[config.mk]
export PLATFORM = sky130hd
export DESIGN_NAME = one_wire_master_mc
export DESIGN_NICKNAME = d
export VERILOG_FILES = /design/src/rtl/one_wire_master_mc.sv
export SDC_FILE = /design/constraint.sdc
export NUM_CORES = 1
export LEC_CHECK = 0
export ABC_AREA = 1
export BUFFER_PORTS_ARGS = -buffer_cell sky130_fd_sc_hd__buf_2
export CAP_MARGIN = 10
export CORE_AREA = 2 2 88 90
export DETAILED_ROUTE_END_ITERATION = 8
export DIE_AREA = 0 0 90 92
export GPL_TIMING_DRIVEN = 0
export PLACE_DENSITY = 0.78
export SYNTH_ARGS = -nofsm -noshare
export SYNTH_HDL_FRONTEND = slang
export SYNTH_SLANG_ARGS = --single-unit
[constraint.sdc]
create_clock -name clk -period 1.65 [get_ports clk]
set_input_delay 0.4125 -clock clk [delete_from_list [all_inputs] [get_ports clk]]
set_output_delay 0.4125 -clock clk [all_outputs]
set_load 0.01 [all_outputs]
[src/rtl/one_wire_master_mc.sv]
// one_wire_master_mc: N-channel 1-Wire bus master. One timing engine is shared
// across all buses. It runs reset/presence sequences, single bit slots, and
// 8-bit LSB-first byte transfers on the channel given with each command.
module one_wire_master_mc #(
  parameter int CHANNELS    = 4,
  parameter int CLKS_PER_US = 50,
  parameter int CH_W        = 2
) (
  input  logic                clk,
  input  logic                rst_n,
  input  logic                cmd_valid,
  output logic                cmd_ready,
  input  logic [1:0]          cmd_op,
  input  logic [CH_W-1:0]     cmd_chan,
  input  logic [7:0]          cmd_data,
  output logic                rsp_valid,
  output logic [7:0]          rsp_data,
  output logic                rsp_presence,
  output logic                rsp_err,
  output logic [CH_W-1:0]     rsp_chan,
  input  logic [CHANNELS-1:0] ow_in,
  output logic [CHANNELS-1:0] ow_out,
  output logic [CHANNELS-1:0] ow_oe
);

  typedef enum logic [1:0] {OP_RESET = 2'b00, OP_BIT = 2'b01, OP_BYTE = 2'b10, OP_RSVD = 2'b11} op_t;
  typedef enum logic [2:0] {ST_IDLE, ST_RST_LOW, ST_RST_WAIT, ST_SLOT_LOW, ST_SLOT_REC, ST_RESP} state_t;

  // One counter serves both the 960 us reset phase and the 70 us slot.
  localparam int CNT_W = $clog2(960 * CLKS_PER_US + 1);
  localparam logic [CNT_W-1:0] C_RST_LOW_END = CNT_W'(480 * CLKS_PER_US - 1);
  localparam logic [CNT_W-1:0] C_PRES_SAMPLE = CNT_W'(550 * CLKS_PER_US);
  localparam logic [CNT_W-1:0] C_RST_END     = CNT_W'(960 * CLKS_PER_US - 1);
  localparam logic [CNT_W-1:0] C_LOW1_END    = CNT_W'(6 * CLKS_PER_US - 1);
  localparam logic [CNT_W-1:0] C_LOW0_END    = CNT_W'(60 * CLKS_PER_US - 1);
  localparam logic [CNT_W-1:0] C_BIT_SAMPLE  = CNT_W'(15 * CLKS_PER_US);
  localparam logic [CNT_W-1:0] C_SLOT_END    = CNT_W'(70 * CLKS_PER_US - 1);

  state_t                r_state;
  op_t                   r_op;
  logic [CH_W-1:0]       r_chan;
  logic [7:0]            r_tx;
  logic [7:0]            r_rx;
  logic [2:0]            r_bit_idx;
  logic [2:0]            r_last_idx;
  logic [CNT_W-1:0]      r_cnt;
  logic                  r_pres;
  logic                  r_ready;
  logic [CHANNELS-1:0]   r_oe;
  logic [CHANNELS-1:0]   r_sync1;
  logic [CHANNELS-1:0]   r_sync2;
  logic                  r_rsp_valid;
  logic [7:0]            r_rsp_data;
  logic                  r_rsp_presence;
  logic                  r_rsp_err;
  logic [CH_W-1:0]       r_rsp_chan;

  logic [CHANNELS-1:0]   w_cmd_sel;
  logic [CHANNELS-1:0]   w_sel;
  logic                  w_cmd_ok;
  logic                  w_accept;
  logic                  w_bus;
  logic [CNT_W-1:0]      w_low_end;

  // Channel index to one-hot bus mask; out-of-range indices select nothing.
  function automatic logic [CHANNELS-1:0] chan_onehot(input logic [CH_W-1:0] ch);
    logic [CHANNELS-1:0] v;
    v = '0;
    for (int i = 0; i < CHANNELS; i++) v[i] = (ch == CH_W'(i));
    return v;
  endfunction

  assign w_cmd_sel = chan_onehot(cmd_chan);
  assign w_sel     = chan_onehot(r_chan);
  assign w_cmd_ok  = (w_cmd_sel != '0) && (op_t'(cmd_op) != OP_RSVD);
  assign w_accept  = cmd_valid && r_ready;
  assign w_bus     = |(r_sync2 & w_sel);
  assign w_low_end = r_tx[r_bit_idx] ? C_LOW1_END : C_LOW0_END;

  assign cmd_ready    = r_ready;
  assign ow_out       = '0;
  assign ow_oe        = r_oe;
  assign rsp_valid    = r_rsp_valid;
  assign rsp_data     = r_rsp_data;
  assign rsp_presence = r_rsp_presence;
  assign rsp_err      = r_rsp_err;
  assign rsp_chan     = r_rsp_chan;

  // Bus synchronisers, command sequencing FSM and all registered outputs.
  // NOTE: every register here uses non-blocking assignment so all updates see
  // the pre-edge values, independent of statement order.
  always_ff @(posedge clk or negedge rst_n) begin
    if (!rst_n) begin
      r_state        <= ST_IDLE;
      r_op           <= OP_RESET;
      r_chan         <= '0;
      r_tx           <= '0;
      r_rx           <= '0;
      r_bit_idx      <= '0;
      r_last_idx     <= '0;
      r_cnt          <= '0;
      r_pres         <= 1'b0;
      r_ready        <= 1'b1;
      r_oe           <= '0;
      r_sync1        <= '1;
      r_sync2        <= '1;
      r_rsp_valid    <= 1'b0;
      r_rsp_data     <= '0;
      r_rsp_presence <= 1'b0;
      r_rsp_err      <= 1'b0;
      r_rsp_chan     <= '0;
    end else begin
      r_sync1 <= ow_in;
      r_sync2 <= r_sync1;

      // The bit sample lands in SLOT_LOW for 0-bits and SLOT_REC for 1-bits.
      if ((r_state == ST_SLOT_LOW || r_state == ST_SLOT_REC) && r_cnt == C_BIT_SAMPLE)
        r_rx[r_bit_idx] <= w_bus;

      case (r_state)
        ST_IDLE: begin
          if (w_accept) begin
            r_ready    <= 1'b0;
            r_op       <= op_t'(cmd_op);
            r_chan     <= cmd_chan;
            r_tx       <= cmd_data;
            r_rx       <= '0;
            r_bit_idx  <= '0;
            r_last_idx <= (op_t'(cmd_op) == OP_BYTE) ? 3'd7 : 3'd0;
            r_cnt      <= '0;
            r_pres     <= 1'b0;
            if (!w_cmd_ok) begin
              r_state        <= ST_RESP;
              r_rsp_valid    <= 1'b1;
              r_rsp_err      <= 1'b1;
              r_rsp_data     <= '0;
              r_rsp_presence <= 1'b0;
              r_rsp_chan     <= cmd_chan;
            end else begin
              r_oe    <= w_cmd_sel;
              r_state <= (op_t'(cmd_op) == OP_RESET) ? ST_RST_LOW : ST_SLOT_LOW;
            end
          end
        end

        ST_RST_LOW: begin
          r_cnt <= r_cnt + 1'b1;
          if (r_cnt == C_RST_LOW_END) begin
            r_oe    <= '0;
            r_state <= ST_RST_WAIT;
          end
        end

        ST_RST_WAIT: begin
          r_cnt <= r_cnt + 1'b1;
          if (r_cnt == C_PRES_SAMPLE) r_pres <= ~w_bus;
          if (r_cnt == C_RST_END) begin
            r_state        <= ST_RESP;
            r_rsp_valid    <= 1'b1;
            r_rsp_err      <= 1'b0;
            r_rsp_data     <= '0;
            r_rsp_presence <= r_pres;
            r_rsp_chan     <= r_chan;
          end
        end

        ST_SLOT_LOW: begin
          r_cnt <= r_cnt + 1'b1;
          if (r_cnt == w_low_end) begin
            r_oe    <= '0;
            r_state <= ST_SLOT_REC;
          end
        end

        ST_SLOT_REC: begin
          if (r_cnt == C_SLOT_END) begin
            if (r_bit_idx == r_last_idx) begin
              r_state        <= ST_RESP;
              r_rsp_valid    <= 1'b1;
              r_rsp_err      <= 1'b0;
              r_rsp_data     <= r_rx;
              r_rsp_presence <= 1'b0;
              r_rsp_chan     <= r_chan;
            end else begin
              // Next slot starts immediately, with no recovery gap.
              r_cnt     <= '0;
              r_bit_idx <= r_bit_idx + 1'b1;
              r_oe      <= w_sel;
              r_state   <= ST_SLOT_LOW;
            end
          end else begin
            r_cnt <= r_cnt + 1'b1;
          end
        end

        ST_RESP: begin
          r_rsp_valid <= 1'b0;
          r_ready     <= 1'b1;
          r_state     <= ST_IDLE;
        end

        default: begin
          r_oe    <= '0;
          r_ready <= 1'b1;
          r_state <= ST_IDLE;
        end
      endcase
    end
  end

endmodule

==> results.json, run 1 <==
{
  "cap_viol_max_count": 0,
  "cp_cell_sequence": "buf_6 > buf_4 > nor3_4 > nand4_1 > nand2_1 > o21a_1 > nand2_4 > buf_8 > nand2_2 > nand2_1",
  "syn_area_sq_um": 3829,
  "max_freq_mhz": 531.7,
  "swShare_pct": 25.47,
  "violations": "setup timing",
  "wire_per_inst_microns": 16.27,
  "drt-total-wl_microns": 11290,
  "grt_overflow": 0,
  "synth_edf_count": 0,
  "required_ps": 1900,
  "synthArstFlopShare_pct": 100.0,
  "htree_levels": 3,
  "startpoint_type": "register",
  "cp-end-kind": "register",
  "syn_area_per_cell_sq_um": 7.894,
  "critPathArrivalTime_ps": 2130,
  "cp_common_cell": "nand2_1",
  "drive_gt1_share_pct": 40.03,
  "rsz0062_at_grt": "true",
  "clock_latency_ps": 370,
  "area_growth_pct": 35.36,
  "antenna_found_initial": 0,
  "cts_buffers": 9,
  "status": "finished, violations left",
  "cts_tree": "built",
  "tightest_slew_ps": 847.2,
  "io_buffers": 36,
  "ant_nets": 0,
  "grt_max_degree": 69,
  "viasPerCell": 5.579,
  "rows": 32,
  "critPathKind": "reg2reg",
  "drv_slew": 0,
  "io_pins": 41,
  "die_y_microns": 92,
  "place.gp.congestion": 0.9191,
  "skew_ps": 11.15,
  "cp_max_fo": 10,
  "grt_pass1_vias": 3582,
  "initial_core_util_pct": 51.41,
  "core_area_sq_um": 7447,
  "clk_pin_slew_worst_paths_ps": 90,
  "pre_cts_ws_ps": -379.5,
  "vias": 3872,
  "crit_buf_inv": 3,
  "track_usage_pct": 25.98,
  "fin_ws_ps": -230.6,
  "fin_cells": 694,
  "hold_viol": 0,
  "hold_path.class": "in2reg",
  "layout_commonest_cell": "nand2_1",
  "leakage_nw": 2.444,
  "place_inst": 626,
  "dr.pass1.iters": 5,
  "power_frac_clock_pct": 45.7,
  "ys_types": 39,
  "antennaDiodeCount": 0,
  "ir_worst_vdd_v": 0.0006981,
  "die_area_sq_um": 8280,
  "powerDensity_nw_per_um2": 628.5,
  "synth-seq-cells": 68,
  "max_stage_delay_ps": 380,
  "p_switching_mw": 0.8296,
  "syn_inst": 485,
  "dpl.hpwl_microns": 6795,
  "drt-initial-drc-count": 360,
  "cp_slowest_cell": "dfrtp_1",
  "intPower_mw": 2.427,
  "grt_pass1_wl_microns": 17150,
  "final_nets": 612,
  "cts_root_buf": "clkbuf_8",
  "cts.hold.buffers_added": 0,
  "slew_headroom_pct": 43.52,
  "seqPwrFrac_pct": 51.7,
  "die_w_microns": 90,
  "cts_sinks": 68,
  "yosysWarnings": 0,
  "setup_viol": 46,
  "min_period_ps": 1881,
  "pwr-share-comb_pct": 2.5,
  "finalCritPeriodShare_pct": 114.0,
  "seq_area_frac_synth_pct": 44.74,
  "synth_ff_type": "dfrtp_1",
  "mostFrequentLayoutCells": "nand2_1 (105), buf_4 (51), dfrtp_1 (45)",
  "remaining_drc_errors": 0,
  "path_delay_family": "simple AND/OR/NAND/NOR gates",
  "clockBufferDepth": 2
}
## Yosys cell counts (all sizes together), types with 2 or more instances
| cell type | n | area, sq um |
|---|---|---|
| a21o | 3 | 22.52 |
| a21oi | 11 | 55.05 |
| a31oi | 2 | 12.51 |
| buf | 12 | 97.59 |
| clkbuf | 4 | 16.26 |
| dfrtp | 59 | 1476 |
| dfstp | 9 | 236.5 |
| ha | 6 | 75.07 |
| inv | 58 | 217.7 |
| nand2 | 128 | 510.5 |
| nand3 | 52 | 270.3 |
| nand4 | 16 | 100.1 |
| nor2 | 41 | 186.4 |
| nor3 | 16 | 101.4 |
| o211ai | 5 | 37.54 |
| o21ai | 42 | 251.5 |
| o31ai | 4 | 30.03 |
| xor2 | 8 | 70.07 |
## metrics by stage
step	power (mW)	hold slack (ps)	util (%)	instance area (sq um)	TNS (ps)
3_3_place_gp	1.797	346.2	55.80	4155	-18510
6_report	3.257	133.7	69.59	5182	-5924
2_1_floorplan	1.737	116.9	-	3847	-376.8
5_1_grt	3.341	127.1	69.59	5182	-10110
4_1_cts	3.271	128.8	63.71	4745	-3174
3_5_place_dp	1.800	347.2	55.83	4158	-13980
## flip-flops by register name, summed over array words and instances (netlist names)
signal and count:
rsp_data 8, rsp_chan 2, ow_oe 4, r_last_idx 1
r_state 3, r_rx 8, r_cnt 16, r_tx 8
r_sync2 4, rsp_presence 1, r_pres 1, r_sync1 4
rsp_err 1, r_bit_idx 3, r_chan 2, cmd_ready 1
rsp_valid 1
## layer usage
layer  vias to the layer above  global-route usage, %  routed length, microns
met4                         0                  11.67                     405
met1                      1836                  33.92                    4718
met5                         -                      0                       0
met2                       192                  41.48                    5291
li1                       1798                      -                       -
met3                        46                  5.998                     875
## cell type report
class | instances | area (sq um)
timing repair inverter | 1 | 6.256
buffer | 15 | 132.6
timing repair buffer | 88 | 609.3
sequential | 68 | 1730
multi-input combinational | 345 | 2127
tap | 102 | 127.6
clock buffer | 9 | 123.9
fill | 565 | 2265
clock inverter | 7 | 80.08
inverter | 59 | 245.2
## final timing paths
kind,start,depth (start not counted),slack (ps),endpoint
max in group asynchronous,rst_n,1,890,r_cnt[9]$_DFFE_PN0P_
min in group asynchronous,rst_n,1,150,ow_oe[2]$_DFFE_PN0P_
worst max register to register,r_cnt[10]$_DFFE_PN0P_,10,-230,rsp_err$_DFFE_PN0P_
worst max-delay path,r_cnt[10]$_DFFE_PN0P_,10,-230,rsp_err$_DFFE_PN0P_
worst min-delay path,ow_in[2],1,130,r_sync1[2]$_DFF_PN1_
worst min register to register,r_sync1[2]$_DFF_PN1_,0,360,r_sync2[2]$_DFF_PN1_
## power by group through the flow
stage          registers (mW)  logic, mW  clock network, mW
2_1_floorplan            1.72     0.0199                  0
3_3_place_gp             1.72     0.0790                  0
3_5_place_dp             1.72     0.0815                  0
4_1_cts                  1.69     0.0820               1.50
5_1_grt                  1.69     0.0948               1.56
6_report                 1.69     0.0824               1.49
## cells by family after synthesis
| group | Yosys count | share of synthesized area, % |
|---|---|---|
| other cells | 1 | 0.09795 |
| simple gates | 255 | 30.85 |
| fa+ha+maj | 6 | 1.961 |
| compound gates | 71 | 11.54 |
| flops | 68 | 44.74 |
| buf+inv | 75 | 8.758 |
| xor+xnor | 9 | 2.059 |
## what timing repair did
action                                  in CTS  in global routing
gates resized for setup                     65                 72
buffers inserted                            21                 29
hold endpoints to repair                     0                  0
pin swaps                                   15                 23
endpoints found under the setup margin      59                 59
gates cloned                                 3                  0
Power figures use the tool's default switching activity.
==> run 2: changes to the inputs <==
Settings changed: BUFFER_PORTS_ARGS -buffer_cell sky130_fd_sc_hd__buf_2 to unset, CORE_AREA 2 2 88 90 to 2 2 87 89, DIE_AREA 0 0 90 92 to 0 0 89 91, DONT_BUFFER_PORTS set to 1, PLACE_DENSITY 0.78 to 0.75.
==> results.json, run 2 (synthesis results as in run 1) <==
{
  "io_buffers": 0,
  "die_area_sq_um": 8099,
  "hold_viol": 68,
  "r2r_start": "r_state[1]$_DFFE_PN0P_",
  "reg2regPathDepth": 10,
  "drt-total-wl_microns": 10380,
  "place_inst": 587,
  "antennaDiodeCount": 0,
  "grt_max_degree": 69,
  "htree_levels": 3,
  "cts_sinks": 68,
  "reg2reg_to": "rsp_data[2]$_DFFE_PN0P_",
  "remaining_drc_errors": 0,
  "viasPerCell": 5.629,
  "antenna_found_initial": 0,
  "ant_nets": 0,
  "critPathKind": "reg2reg",
  "violations": "hold timing, setup timing",
  "grt_overflow": 0,
  "hold_path.class": "in2async",
  "die_w_microns": 89,
  "required_ps": 1910,
  "fin_cells": 649,
  "pre_cts_ws_ps": -306.9,
  "tightest_slew_ps": 532.3,
  "critPathArrivalTime_ps": 2070,
  "cp_max_fo": 5,
  "skew_ps": 13.08,
  "max_flop_register": "r_cnt",
  "wire_per_inst_microns": 16.00,
  "leakage_nw": 2.243,
  "drive_gt1_share_pct": 32.73,
  "powerDensity_nw_per_um2": 658.9,
  "clk_pin_slew_worst_paths_ps": 90,
  "initial_core_util_pct": 53.65,
  "crit_path_start": "r_state[1]$_DFFE_PN0P_",
  "clockBufferDepth": 2,
  "rows": 31,
  "max_freq_mhz": 551.6,
  "dpl.hpwl_microns": 6604,
  "core_area_sq_um": 7137,
  "grt_pass1_vias": 3676,
  "reg2reg_slack_ps": -160,
  "io_pins": 41,
  "min_period_ps": 1813,
  "cap_viol_max_count": 0,
  "layout_commonest_cell": "nand2_1",
  "grt_pass1_wl_microns": 17220,
  "setup_viol": 46,
  "hold_ws_ps": -266.4,
  "rsz0062_at_grt": "true",
  "slew_headroom_pct": 64.24,
  "cts_root_buf": "clkbuf_8",
  "largest_reg_flops": 16,
  "area_growth_pct": 26.31,
  "fillers": 582,
  "place.gp.congestion": 0.9320,
  "fin_ws_ps": -162.9,
  "dr.pass1.iters": 5,
  "cp-end-kind": "register",
  "ir_worst_vdd_v": 0.0006342,
  "status": "finished, violations left",
  "mostFrequentLayoutCells": "nand2_1 (103), dfrtp_1 (47), inv_1 (46)",
  "die_y_microns": 91,
  "cts_buffers": 9,
  "drt-initial-drc-count": 267,
  "finalCritPeriodShare_pct": 109.9,
  "drv_slew": 0,
  "startpoint_type": "register",
  "final_nets": 570,
  "clock_latency_ps": 360,
  "cts_tree": "built",
  "track_usage_pct": 27.70,
  "vias": 3653
}
-- run 2: cell count changes in the layout (fill, tap and decap cells not counted), moves of 6 or more --
cell and change:
buf_2 -36, nand2_2 +9, nand2_4 -7, buf_4 -6
nand3_1 +6, nand3_2 -6, o21ai_0 +6
-- run 2: per-layer routing --
metal,wire [microns],GRT usage [%],up-vias
met1,4194,36.47,1724
li1,-,-,1713
met5,0,0,-
met3,818,6.636,43
met2,4967,42.35,173
met4,403,13.81,0
-- run 2: final cells by class --
type                            count  area [sq um]  area share (%)
Sequential cell                    68          1728           35.73
Multi-Input combinational cell    346          2017           41.71
Tap cell                           99         123.9           2.561
Inverter                           59         231.5           4.787
Timing Repair Buffer               45         381.6           7.891
Clock buffer                        9         123.9           2.561
Buffer                             16         148.9           3.079
Clock inverter                      7         81.33           1.682
-- run 2: power by group --
part           switching (mW)  internal, mW  total, mW
registers             0.00314          1.68       1.69
clock network           0.755         0.719       1.47
logic                  0.0163        0.0107     0.0269
total                   0.774          2.41       3.19
-- run 2: per-stage QoR --
step / area [sq um] / hold WS [ps] / TNS [ps] / power, mW / util [%]
after global routing: 4836 / -276.9 / -8993 / 3.281 / 67.76
final: 4836 / -266.4 / -3772 / 3.186 / 67.76
after floorplan: 3847 / 116.9 / -376.8 / 1.737 / -
after global placement: 3971 / 118.6 / -11440 / 1.741 / 55.65
after CTS: 4651 / -272.7 / -2784 / 3.206 / 65.16
after detailed placement: 3971 / 119.0 / -12680 / 1.742 / 55.65
-- run 2: repair_timing --
item	4_1_cts	5_1_grt
pin swaps	18	18
endpoints found under the setup margin	60	60
buffers inserted	29	14
endpoints found under the hold margin	68	68
cloned	3	0
resized for setup	69	32
-- run 2: how the worst max path moves through the flow --
stage	endpoint	slack, ps	cells after the start
floorplan	rsp_chan[1]$_DFFE_PN0P_	-50	13
global placement	rsp_chan[1]$_DFFE_PN0P_	-320	13
detailed placement	rsp_data[6]$_DFFE_PN0P_	-310	13
CTS	rsp_err$_DFFE_PN0P_	-130	13
global route	rsp_err$_DFFE_PN0P_	-290	10
finish	rsp_data[2]$_DFFE_PN0P_	-160	10
-- run 2: worst max-delay path: stages, from the launching register on --
cell     delay, ps
dfrtp_2        430
inv_1          140
nor3_4         270
inv_1          120
nand2_1        100
nand2_1         90
nor2_4         150
nand2_4        110
buf_4          160
nand2_1         70
o21ai_2         50
==> run 3: changes to the inputs <==
Settings changed: PLACE_DENSITY 0.75 to 0.72.
==> results.json, run 3 (synthesis results as in run 1) <==
{
  "max_freq_mhz": 544.8,
  "violations": "hold timing, setup timing",
  "core_area_sq_um": 7137,
  "critPathArrivalTime_ps": 2090,
  "status": "finished, violations left",
  "clock_latency_ps": 360,
  "fin_ws_ps": -185.4,
  "grt_pass1_wl_microns": 16670,
  "largest_reg_flops": 16,
  "skew_ps": 12.23,
  "min_period_ps": 1835,
  "io_buffers": 0,
  "drive_gt1_share_pct": 36.98,
  "dpl.hpwl_microns": 6482,
  "grt_pass1_vias": 3503,
  "viasPerCell": 5.795,
  "utilization_pct": 70.02,
  "cp_max_fo": 7,
  "die_area_sq_um": 8099,
  "powerDensity_nw_per_um2": 638.7,
  "fin_setup_tns_ps": -3998,
  "hold_path.class": "in2async",
  "mostFrequentLayoutCells": "nand2_1 (92), dfrtp_1 (50), inv_1 (41)",
  "cap_viol_max_count": 0,
  "ff_latch_area_sq_um": 1724,
  "grt_max_degree": 69,
  "multi_input_area_sq_um": 2168,
  "area_growth_pct": 30.52,
  "pre_cts_ws_ps": -346.4,
  "cts_sinks": 68,
  "use_met2_pct": 41.98,
  "final_nets": 569,
  "die_w_microns": 89,
  "place.gp.congestion": 0.9147,
  "cts_tree": "built",
  "grt_busiest_layer": "met2",
  "max_flop_register": "r_cnt",
  "drt-initial-drc-count": 406,
  "required_ps": 1900,
  "die_y_microns": 91,
  "clk_pin_slew_worst_paths_ps": 90,
  "finalCritPeriodShare_pct": 111.2,
  "grtUsageMet3_pct": 5.091,
  "drv_slew": 0,
  "max_stage_delay_ps": 350,
  "remaining_drc_errors": 0,
  "setup_viol": 43,
  "cts_root_buf": "clkbuf_8",
  "grt_use_met1_pct": 35.96,
  "cp_common_cell": "nand2_1",
  "cp_slowest_cell": "dfrtp_1",
  "wire_per_inst_microns": 16.76,
  "antennaDiodeCount": 0,
  "vias": 3755,
  "cts_buffers": 9,
  "dr.pass1.iters": 5,
  "hold_viol": 68,
  "grt_overflow": 0,
  "clockBufferDepth": 2,
  "initial_core_util_pct": 53.65,
  "rows": 31,
  "track_usage_pct": 27.01,
  "p_total_mw": 3.192,
  "cp_cell_sequence": "buf_6 > nand2_4 > inv_1 > nand2_2 > nor2_4 > nand4_1 > nand2_1 > o21a_1 > buf_4 > buf_6 > nand3_1 > nand2_1 > nand2_1",
  "critPathKind": "reg2reg",
  "layout_commonest_cell": "nand2_1",
  "cp-end-kind": "register",
  "drt-total-wl_microns": 10860,
  "antenna_found_initial": 0,
  "startpoint_type": "register",
  "hold_ws_ps": -265.1,
  "htree_levels": 3,
  "ant_nets": 0,
  "io_pins": 41,
  "rsz0062_at_grt": "true",
  "ir_worst_vdd_v": 0.0006683,
  "leakage_nw": 2.291,
  "fillers": 546
}
## run 3: cell types whose count changed in the layout (fill, tap and decap cells not counted), sizes merged
cell,delta
clkbuf,-1
## run 3: layer usage
| layer | vias up | share of wire (%) |
|---|---|---|
| met5 | - | 0 |
| met3 | 48 | 8.2 |
| met1 | 1787 | 39 |
| li1 | 1711 | - |
| met4 | 0 | 3.9 |
| met2 | 209 | 48 |
## run 3: critical path: cells and delay by family (launching register included)
| family | cells | cell delay (ps) |
|---|---|---|
| buffers and inverters | 4 | 420 |
| flip-flops | 1 | 350 |
| AO/OA/AOI/OAI | 1 | 190 |
| AND/OR/NAND/NOR | 8 | 750 |
## run 3: metrics by stage
stage | instances | hold WS (ps) | area [sq um]
floorplan | 488 | 116.9 | 3847
global placement | 587 | 119.0 | 3971
detailed placement | 587 | 118.8 | 3971
CTS | 639 | -271.7 | 4718
global route | 648 | -278.0 | 4997
finish | 648 | -265.1 | 4997
## run 3: final timing paths
path	startpoint	end	slack (ps)	cells after the start
max	r_cnt[3]$_DFFE_PN0P_	rsp_valid$_DFFE_PN0P_	-190	13
min	rst_n	r_cnt[14]$_DFFE_PN0P_	-270	0
max reg2reg	r_cnt[3]$_DFFE_PN0P_	rsp_valid$_DFFE_PN0P_	-190	13
min reg2reg	r_sync1[2]$_DFF_PN1_	r_sync2[2]$_DFF_PN1_	360	0
max in group asynchronous	rst_n	r_sync2[0]$_DFF_PN1_	1700	0
min in group clk	ow_in[0]	r_sync1[0]$_DFF_PN1_	40	0
## run 3: area by class of cell
class | count | share of cell area [%]
multi-input cells | 346 | 43.39
plain buffers | 15 | 2.904
clock inverters | 7 | 1.627
repair buffers | 45 | 8.087
inverters | 59 | 4.532
clock buffers | 9 | 2.479
flip-flops and latches | 68 | 34.50
well taps | 99 | 2.479
## run 3: timing repair
action                                 in CTS  in global routing
gates resized for setup                    77                 68
endpoints found under the hold margin      68                 68
gates cloned                                3                  0
buffers inserted                           35                  9
setup endpoints to repair                  60                 58
pin swaps                                  17                 14
## run 3: power by group
group	switching, mW	internal (mW)	total [mW]
Clock	0.758	0.719	1.48
Combinational	0.0184	0.0108	0.0292
Sequential	0.00265	1.68	1.69
